## src/rtl/ramb16_rd_pkg.sv

```systemverilog
// Shared types, widths and parity helpers for the RAMB16 port-B stream reader.
package ramb16_rd_pkg;

    localparam int ADDR_W = 9;
    localparam int LEN_W  = 10;
    localparam int DATA_W = 36;

    typedef enum logic [1:0] {IDLE, READ, DRAIN} state_t;

    // Even parity of one byte: the parity bit that makes the 9-bit group even.
    function automatic logic byte_par(input logic [7:0] b);
        return ^b;
    endfunction

    function automatic logic word_par_err(input logic [31:0] d, input logic [3:0] p);
        logic err;
        err = 1'b0;
        for (int i = 0; i < 4; i++) begin
            err = err | (p[i] != byte_par(d[8*i +: 8]));
        end
        return err;
    endfunction

endpackage

```

## src/rtl/ramb16_rd_skid.sv

```systemverilog
// Two-entry FIFO holding {last, parity, data} words between the RAM read pipe and the stream.
module ramb16_rd_skid
    import ramb16_rd_pkg::*;
#(
    parameter int W = DATA_W + 1
) (
    input  logic         clk,
    input  logic         rst,
    input  logic         wr_en,
    input  logic [W-1:0] wr_data,
    output logic [W-1:0] rd_data,
    output logic         rd_valid,
    input  logic         rd_ready,
    output logic [1:0]   occ
);

    logic [W-1:0] mem0;
    logic [W-1:0] mem1;
    logic         rd_ptr;
    logic         wr_ptr;
    logic [1:0]   count;
    logic         pop;

    assign rd_valid = (count != 2'd0);
    assign pop      = rd_valid & rd_ready;
    assign rd_data  = rd_ptr ? mem1 : mem0;
    assign occ      = count;

    // The head entry only moves on pop, so an unaccepted word stays put.
    always_ff @(posedge clk or posedge rst) begin
        if (rst) begin
            mem0   <= '0;
            mem1   <= '0;
            rd_ptr <= 1'b0;
            wr_ptr <= 1'b0;
            count  <= 2'd0;
        end else begin
            if (wr_en) begin
                if (wr_ptr) mem1 <= wr_data;
                else        mem0 <= wr_data;
                wr_ptr <= ~wr_ptr;
            end
            if (pop) rd_ptr <= ~rd_ptr;
            count <= count + {1'b0, wr_en} - {1'b0, pop};
        end
    end

endmodule

```

## src/rtl/ramb16_s36_stream_reader.sv

```systemverilog
// Port-B read engine for a RAMB16_S2_S36: streams LEN words from BASE (wrapping) with last/done.
// Optional parity checking is built when PARITY_CHECK_EN is defined.
module ramb16_s36_stream_reader #(
    parameter int ADDR_W = ramb16_rd_pkg::ADDR_W,
    parameter int LEN_W  = ramb16_rd_pkg::LEN_W
) (
    input  logic                            CLK,
    input  logic                            RST,
    input  logic                            START,
    input  logic [ADDR_W-1:0]               BASE,
    input  logic [LEN_W-1:0]                LEN,
    output logic                            BUSY,
    output logic                            DONE,
    output logic [ADDR_W-1:0]               ADDRB,
    output logic                            ENB,
    output logic                            WEB,
    output logic                            SSRB,
    input  logic [31:0]                     DOB,
    input  logic [3:0]                      DOPB,
    output logic [ramb16_rd_pkg::DATA_W-1:0] DOUT,
    output logic                            DOUT_VALID,
    input  logic                            DOUT_READY,
    output logic                            DOUT_LAST,
    output logic                            PERR
);
    import ramb16_rd_pkg::*;

    state_t            state;
    logic [ADDR_W-1:0] addr;
    logic [LEN_W-1:0]  rem;
    logic              rd_vld;
    logic              rd_tag;
    logic              issue_last;
    logic              pop;
    logic              can_issue;
    logic [1:0]        occ;
    logic [DATA_W:0]   head;

    assign WEB   = 1'b0;
    assign SSRB  = 1'b0;
    assign ADDRB = addr;

    assign pop        = DOUT_VALID & DOUT_READY;
    assign issue_last = (rem == LEN_W'(1));

    // Words held after this cycle: buffered, plus the one on DOB, minus the one leaving.
    // Including the pop keeps ENB high back-to-back when the consumer is ready.
    assign can_issue = ({1'b0, occ} + {2'b0, rd_vld} - {2'b0, pop}) < 3'd2;
    assign ENB       = (state == READ) && can_issue;

    always_ff @(posedge CLK or posedge RST) begin
        if (RST) begin
            state <= IDLE;
            BUSY  <= 1'b0;
            DONE  <= 1'b0;
            addr  <= '0;
            rem   <= '0;
        end else begin
            DONE <= 1'b0;
            case (state)
                IDLE: begin
                    if (START) begin
                        if (LEN == '0) begin
                            DONE <= 1'b1;
                        end else begin
                            BUSY  <= 1'b1;
                            addr  <= BASE;
                            rem   <= LEN;
                            state <= READ;
                        end
                    end
                end
                READ: begin
                    if (ENB) begin
                        addr <= addr + ADDR_W'(1);
                        rem  <= rem - LEN_W'(1);
                        if (issue_last) state <= DRAIN;
                    end
                end
                DRAIN: begin
                    if (pop && DOUT_LAST) begin
                        DONE  <= 1'b1;
                        BUSY  <= 1'b0;
                        state <= IDLE;
                    end
                end
                default: state <= IDLE;
            endcase
        end
    end

    // One-stage tag pipe: the RAM presents DOB the cycle after ENB.
    always_ff @(posedge CLK or posedge RST) begin
        if (RST) begin
            rd_vld <= 1'b0;
            rd_tag <= 1'b0;
        end else begin
            rd_vld <= ENB;
            rd_tag <= ENB & issue_last;
        end
    end

    ramb16_rd_skid #(.W(DATA_W + 1)) u_skid (
        .clk      (CLK),
        .rst      (RST),
        .wr_en    (rd_vld),
        .wr_data  ({rd_tag, DOPB, DOB}),
        .rd_data  (head),
        .rd_valid (DOUT_VALID),
        .rd_ready (DOUT_READY),
        .occ      (occ)
    );

    assign DOUT_LAST = head[DATA_W];
    assign DOUT      = head[DATA_W-1:0];

`ifdef PARITY_CHECK_EN
    always_ff @(posedge CLK or posedge RST) begin
        if (RST) begin
            PERR <= 1'b0;
        end else if (state == IDLE && START) begin
            PERR <= 1'b0;
        end else if (rd_vld && word_par_err(DOB, DOPB)) begin
            PERR <= 1'b1;
        end
    end
`else
    assign PERR = 1'b0;
`endif

endmodule

```

## config.mk

```make
export PLATFORM = sky130hd
export DESIGN_NAME = ramb16_s36_stream_reader
export DESIGN_NICKNAME = d
export VERILOG_FILES = /design/src/rtl/ramb16_rd_pkg.sv /design/src/rtl/ramb16_rd_skid.sv /design/src/rtl/ramb16_s36_stream_reader.sv
export SDC_FILE = /design/constraint.sdc
export NUM_CORES = 1
export LEC_CHECK = 0
export BUFFER_PORTS_ARGS = -buffer_cell sky130_fd_sc_hd__buf_2
export CORE_MARGIN = 4
export CORE_UTILIZATION = 40
export DETAILED_ROUTE_END_ITERATION = 6
export SYNTH_ARGS = -nofsm -noshare
export SYNTH_HDL_FRONTEND = slang
export SYNTH_HIERARCHICAL = 1
export SYNTH_SLANG_ARGS = --single-unit
```

## constraint.sdc

```tcl
create_clock -name CLK -period 3.87 [get_ports CLK]
set_input_delay 0 -clock CLK [delete_from_list [all_inputs] [get_ports CLK]]
set_output_delay 0 -clock CLK [all_outputs]
set_load 0.05 [all_outputs]
```

==> results.yml, run 1 <==
synth:
  synth_edf_count: 0
  avgSynthCellArea_um2: 13.3
  synth_top_family_by_area: "multiplexers"
  synth_top_area_frac: 0.486
  synth_area_um2: 5300
  ys_warn_count: 6
  synthSimpleGateAreaFrac: 0.0668
  synth.top_cells.by_count: "103 x dfrtp_1, 60 x mux2_4, 51 x mux2_2, 24 x inv_1, 15 x o22ai_1"
  ys_seq_elements: 103
  synth_cells: 399
  synthAdderAreaFrac: 0.0179
  seq_area_frac_synth: 0.486
  synth_compound_area_frac: 0.0793
  synth.mux.area_fraction: 0.284
  ys.flop_type: "dfrtp_1"
  synth_area_leaders: "dfrtp_1 49%, mux2_4 17%, mux2_2 11%"
  yosysUniqueCellTypes: 55
  synth-xor-area-share: 0.00826
  netlist.top_cell.by_area: "dfrtp_1"
  synth.most_common_cell: "dfrtp_1"
  async_flop_share: 1.00
floorplanning:
  io_pins: 112
  fp-row-count: 41
  start_util: 0.415
  fp.dieH_um: 123
  core-area_um2: 12800
  die_area_um2: 15200
  die_w_um: 123
clock_tree:
  clkSlewWorstSetupHoldPaths_ps: 70
  insertion_delay_ps: 350
  cts_hold_buf: 45
  h-tree-depth: 3
  cts-buffers-inserted: 9
  cts_root_buffer: "clkbuf_16"
  cts_tree: "built"
  cts_setup_buffers: 0
  post_cts_resize_count: 0
  cts_buffer_depth: 2
  numClockSinks: 103
critical_path:
  path_depth: 9
  reg2reg_depth: 10
  cp.required_ps: 3870
  arrival_ps: 3450
  endpoint_kind: "output pin"
  path_class: "flop to output pin"
  cp_slowest_stage_delay_ps: 490
  r2r-start: "u_skid/occ[1]"
  crit_family: "simple AND/OR/NAND/NOR gates"
  worstReg2RegEnd: "ADDRB[4]"
  cp-start-kind: "flop"
  crit_fanout: 14
  crit_chain: "or2_2, and2_1, ha_1, nand2b_1, fa_1, xnor2_1, and3_1, buf_4, buf_2"
  crit_buf_inv: 2
  crit_start: "u_skid/occ[1]"
  critPathSlowestCell: "and3_1"
  reg2reg_slack_ps: 670
final_layout:
  diodes: 0
  drive_above_1_share: 0.458
  fin_util: 0.519
  seq_area_um2: 2580
  multi_input_area_um2: 2430
  syn2layout_area_growth_pct: 24.9
  nNetsFinal: 611
  nFillCells: 1082
power_and_ir_drop:
  p_per_area_nw_per_um2: 468
  p_leak_nw: 3.28
  max-vdd-ir-drop_uv: 280
drt:
  wl_um: 12000
  highest_layer: "met4"
  met1Wirelength_um: 5440
  wl_per_cell_um: 16.6
  first_iter_violations: 231
  ant_nets: 0
  route.vias.total: 3674
  dr.pass1.iters: 4
  viasPerCell: 5.09
  wl_met2_um: 5670
  drc: 0
  dr_wl_met3_um: 648
global_route:
  antenna_found_initial: 0
  grt_pass1_wl_um: 19900
  grt_start_max_net_pins: 42
  grt.overflow.total: 0
  grt_pass1_vias: 3968
  track_usage: 0.167
timing:
  finalClockSkew_ps: 9.24
  finalCritPeriodShare: 0.893
  layout_min_cycle_time_ps: 3450
  rsz0062_at_grt: "no"
  fin_setup_tns_ps: 0
  setup-violations-final: 0
  finalMaxSlewViolations: 0
  hold_violations: 0
  max_freq_ghz: 0.289
  tightest_slew_ps: 1010
  slew-limit-headroom: 0.324
worst_hold_path:
  holdPathStages: 3
  hold_path.startpoint: "BASE[0]"
  holdCritPathClass: "input pin to flop"
  holdPathEnd: "ADDRB[0]"
placed_design:
  place_hpwl_um: 7880
  placement.io_buffers: 108
  gp_congestion: 0.825
run:
  max-cap-violations: 0
run_status:
  status: "completed"
[worst max path at each step]
| stage | slack, ps | to |
|---|---|---|
| global placement | 790 | ADDRB[4] |
| CTS | 410 | ENB |
| global route | 280 | ENB |
| finish | 420 | ENB |
| floorplan | 720 | rem[2] |
| detailed placement | 690 | ADDRB[4] |
[placed cells by master, fill, tap and decap left out, types with 4 or more instances in the layout]
cell           instances
dfrtp_1              102
ha_1                   6
nor3_1                 8
nand2_1                8
nor4_1                 5
a2bb2oi_1              4
buf_4                  5
o22ai_1               15
nor2_1                10
nand3_1                7
a22oi_1                8
a21oi_1                4
o21ai_0                8
inv_1                 23
mux2_4                60
mux2_2                51
clkbuf_16              9
buf_2                108
dlygate4sd3_1         45
and3_1                 5
[sequential cells by signal (all words and copies together), names as in the netlist]
name and cells:
ADDRB 9, BUSY 1, DONE 1, rd_tag 1, rd_vld 1, rem 10, state 2, u_skid/mem0 37
u_skid/mem1 37, u_skid/occ 2, u_skid/rd_ptr 1, u_skid/wr_ptr 1
[layout make-up]
| class | count | share of cell area |
|---|---|---|
| sequential | 103 | 0.389 |
| multi-input combinational | 249 | 0.367 |
| timing repair buffer | 158 | 0.155 |
| clock buffer | 10 | 0.0361 |
| tap | 172 | 0.0325 |
| inverter | 24 | 0.0138 |
| clock inverter | 6 | 0.00642 |
[layer usage]
metal,global-route usage,up-vias
met2,0.271,98
met3,0.0329,16
met4,0.0595,0
met5,0,-
met1,0.222,1823
li1,-,1737
[per-stage QoR]
step           cell area, um^2  setup slack, ps  power [W]  cells  hold WS, ps
2_1_floorplan             5310              718    0.00200    401         27.3
5_1_grt                   6630              280    0.00324    722         6.27
6_report                  6630              415    0.00310    722         25.5
3_3_place_gp              5890              791    0.00221    661          119
4_1_cts                   6630              413    0.00314    722         4.87
3_5_place_dp              5890              686    0.00222    661          137
[where the power goes]
group / internal, W / switching [W]
Clock: 0.000456 / 0.000411
Sequential: 0.00112 / 0.000126
Combinational: 0.000358 / 0.000624
[cells by family after synthesis]
group,Yosys count
compound gates,58
xor+xnor,5
fa+ha+maj,7
buf+inv,49
flops,103
mux,114
other cells,1
simple gates,62
[worst register-to-register path, cell delays in order (launching register included)]
cell,delay (ps)
dfrtp_1,460
or2_2,330
and2_1,190
ha_1,260
nand2b_1,150
fa_1,390
xnor2_1,260
and3_1,490
buf_4,290
o22ai_1,110
a22oi_1,190
Note: power is estimated with default switching activity, not from simulation.
==> run 2: changes to the inputs <==
--- a/config.mk
+++ b/config.mk
@@ -5,6 +5,7 @@
 export SDC_FILE = /design/constraint.sdc
 export NUM_CORES = 1
 export LEC_CHECK = 0
+export ABC_AREA = 1
 export BUFFER_PORTS_ARGS = -buffer_cell sky130_fd_sc_hd__buf_2
 export CORE_MARGIN = 4
 export CORE_UTILIZATION = 40
@@ -13,3 +14,4 @@
 export SYNTH_HDL_FRONTEND = slang
 export SYNTH_HIERARCHICAL = 1
 export SYNTH_SLANG_ARGS = --single-unit
+export TNS_END_PERCENT = 100
==> run 2 against run 1 <==
Compared with the run above: critical path depth grew 5; flip-flop and latch count unchanged; register-to-register slack better by 290 ps; die area grew 0.18%; power up 110%; first-iteration DRC count is 34% higher; maximum frequency is 19% higher; worst hold slack worse by 6.0 ps; clock-buffer cell count is 4 higher; sequential share of layout area fell by 0.38 points; critical endpoint is now rem[4]; highest routed layer unchanged.
==> results.yml, run 2 <==
synth:
  synth_top_area_frac: 0.485
  synth_edf_count: 0
  async_flop_share: 1.00
  ys_seq_elements: 103
  ys.flop_type: "dfrtp_1"
  avgSynthCellArea_um2: 7.67
  synth_area_leaders: "dfrtp_1 49%, nand2_1 21%, inv_1 5.9%"
  synth.top_cells.by_count: "295 x nand2_1, 103 x dfrtp_1, 84 x inv_1, 38 x o21ai_1, 32 x o21ai_0"
  yosysUniqueCellTypes: 30
  synth.most_common_cell: "nand2_1"
  seq_area_frac_synth: 0.485
  synth_cells: 693
  ys_warn_count: 6
  netlist.top_cell.by_area: "dfrtp_1"
  synth_area_um2: 5310
timing:
  fin_setup_tns_ps: 0
  layout_min_cycle_time_ps: 2910
  setup-violations-final: 0
  finalClockSkew_ps: 5.03
  max_freq_ghz: 0.344
  finalCritPeriodShare: 0.752
  hold_violations: 0
  finalMaxSlewViolations: 0
  slew-limit-headroom: 0.317
  rsz0062_at_grt: "no"
  tightest_slew_ps: 1020
drt:
  wl_um: 12600
  ant_nets: 0
  drc: 0
  route.vias.total: 4742
  dr.pass1.iters: 4
  wl_per_cell_um: 12.4
  viasPerCell: 4.67
  first_iter_violations: 310
global_route:
  track_usage: 0.177
  grt_pass1_vias: 4529
  grt.overflow.total: 0
  antenna_found_initial: 0
  grt_start_max_net_pins: 75
  grt_pass1_wl_um: 21500
critical_path:
  reg2reg_slack_ps: 960
  cp-start-kind: "flop"
  r2r-start: "u_skid/occ[1]"
  crit_fanout: 30
  path_class: "flop to flop"
  crit_start: "u_skid/occ[1]"
  crit_end: "rem[4]"
  worstReg2RegEnd: "rem[4]"
  endpoint_kind: "flop"
  arrival_ps: 3180
  cp.required_ps: 4140
  reg2reg_depth: 14
final_layout:
  final_cell_mix: "294 x nand2_1, 108 x buf_2, 103 x dfrtp_1"
  nNetsFinal: 905
  mostFrequentLayoutCell: "nand2_1"
  final_cells: 1016
  nFillCells: 1271
  largestRegisters: "u_skid/mem0 (37), u_skid/mem1 (37), rem (10)"
  syn2layout_area_growth_pct: 25.9
  diodes: 0
  drive_above_1_share: 0.197
floorplanning:
  fp.dieH_um: 123
  fp-row-count: 41
  core-area_um2: 12800
  io_pins: 112
  start_util: 0.414
  die_area_um2: 15200
  die_w_um: 123
clock_tree:
  cts-buffers-inserted: 9
  cts_buffer_depth: 2
  clkSlewWorstSetupHoldPaths_ps: 70
  post_cts_resize_count: 0
  h-tree-depth: 3
  cts_root_buffer: "clkbuf_16"
  cts_tree: "built"
  insertion_delay_ps: 340
  numClockSinks: 103
placed_design:
  place_inst: 947
  placement.io_buffers: 108
  place_hpwl_um: 8430
  gp_congestion: 0.801
power_and_ir_drop:
  max-vdd-ir-drop_uv: 631
  p_leak_nw: 3.71
  p_per_area_nw_per_um2: 967
run:
  max-cap-violations: 0
worst_hold_path:
  holdCritPathClass: "input pin to flop"
run_status:
  status: "completed"
-- run 2: cell count changes after synthesis, sizes merged, moves of 7 or more --
cell and change:
inv +63, nor2 +14, o22ai -15, buf +10, a22oi -8, mux2 -111
nand3 +21, nand2 +288, nor3 -7, o21ai +89
-- run 2: logic make-up after synthesis --
logic type	count (synthesis)	synth area share
and+or+nand+nor	361	0.270
other	1	0.000706
AOI/OAI and AO/OA	100	0.114
buffers and inverters	120	0.111
adders and majority gates	7	0.0179
DFF	103	0.485
xor gates and xnor gates	1	0.00165
-- run 2: cell type report --
type	instances	area, um^2	share of cell area
Clock buffer	14	274	0.0410
Sequential cell	103	2580	0.385
Timing Repair Buffer	166	1110	0.166
Multi-Input combinational cell	472	2160	0.323
Inverter	87	335	0.0501
Tap cell	172	215	0.0322
Clock inverter	2	13.8	0.00206
-- run 2: routing by layer --
| metal | vias up | track usage | routed length [um] |
|---|---|---|---|
| li1 | 2423 | - | - |
| met1 | 2210 | 0.236 | 5730 |
| met2 | 102 | 0.294 | 6140 |
| met3 | 7 | 0.0293 | 593 |
| met4 | 0 | 0.0574 | 106 |
| met5 | - | 0 | 0 |
-- run 2: power by group --
| group | internal [W] | total, W | switching, W |
|---|---|---|---|
| combinational | 0.000971 | 0.00369 | 0.00272 |
| sequential | 0.00158 | 0.00191 | 0.000322 |
| clock | 0.000490 | 0.000866 | 0.000376 |
-- run 2: metrics by stage --
| stage | power, W | util | setup WS (ps) | hold slack [ps] | area [um^2] |
|---|---|---|---|---|---|
| floorplan | 0.00490 | - | 1180 | 27.3 | 5320 |
| detailed placement | 0.00561 | 0.458 | 976 | 140 | 5870 |
| CTS | 0.00654 | 0.521 | 966 | 6.39 | 6690 |
| global placement | 0.00551 | 0.458 | 1060 | 129 | 5870 |
| finish | 0.00647 | 0.521 | 961 | 19.6 | 6690 |
| global route | 0.00703 | 0.521 | 666 | 41.9 | 6690 |
-- run 2: timing repair --
item | CTS | global route
endpoints found under the setup margin | 0 | 0
hold buffers | 53 | 0
buffers inserted | 0 | 0
endpoints found under the hold margin | 154 | 0
-- run 2: worst min path at each step --
stage / start / endpoint / slack (ps) / cells past startpoint
2_1_floorplan: RST / ADDRB[0] / 30 / 1
3_3_place_gp: RST / u_skid/mem1[30] / 130 / 2
3_5_place_dp: RST / u_skid/mem1[32] / 140 / 2
4_1_cts: LEN[7] / rem[7] / 6 / 4
5_1_grt: LEN[6] / rem[6] / 40 / 4
6_report: LEN[6] / rem[6] / 20 / 4
-- run 2: worst max-delay path: stages, from the launching register on --
cell	delay, ps
dfrtp_1	420
inv_1	90
nand2_1	90
nand2_1	80
inv_1	50
ha_1	270
inv_1	60
nand2_1	60
fa_1	480
o21ai_1	60
a21oi_1	240
nand2_1	150
nand2_2	510
o21ai_0	180
nand2_1	100
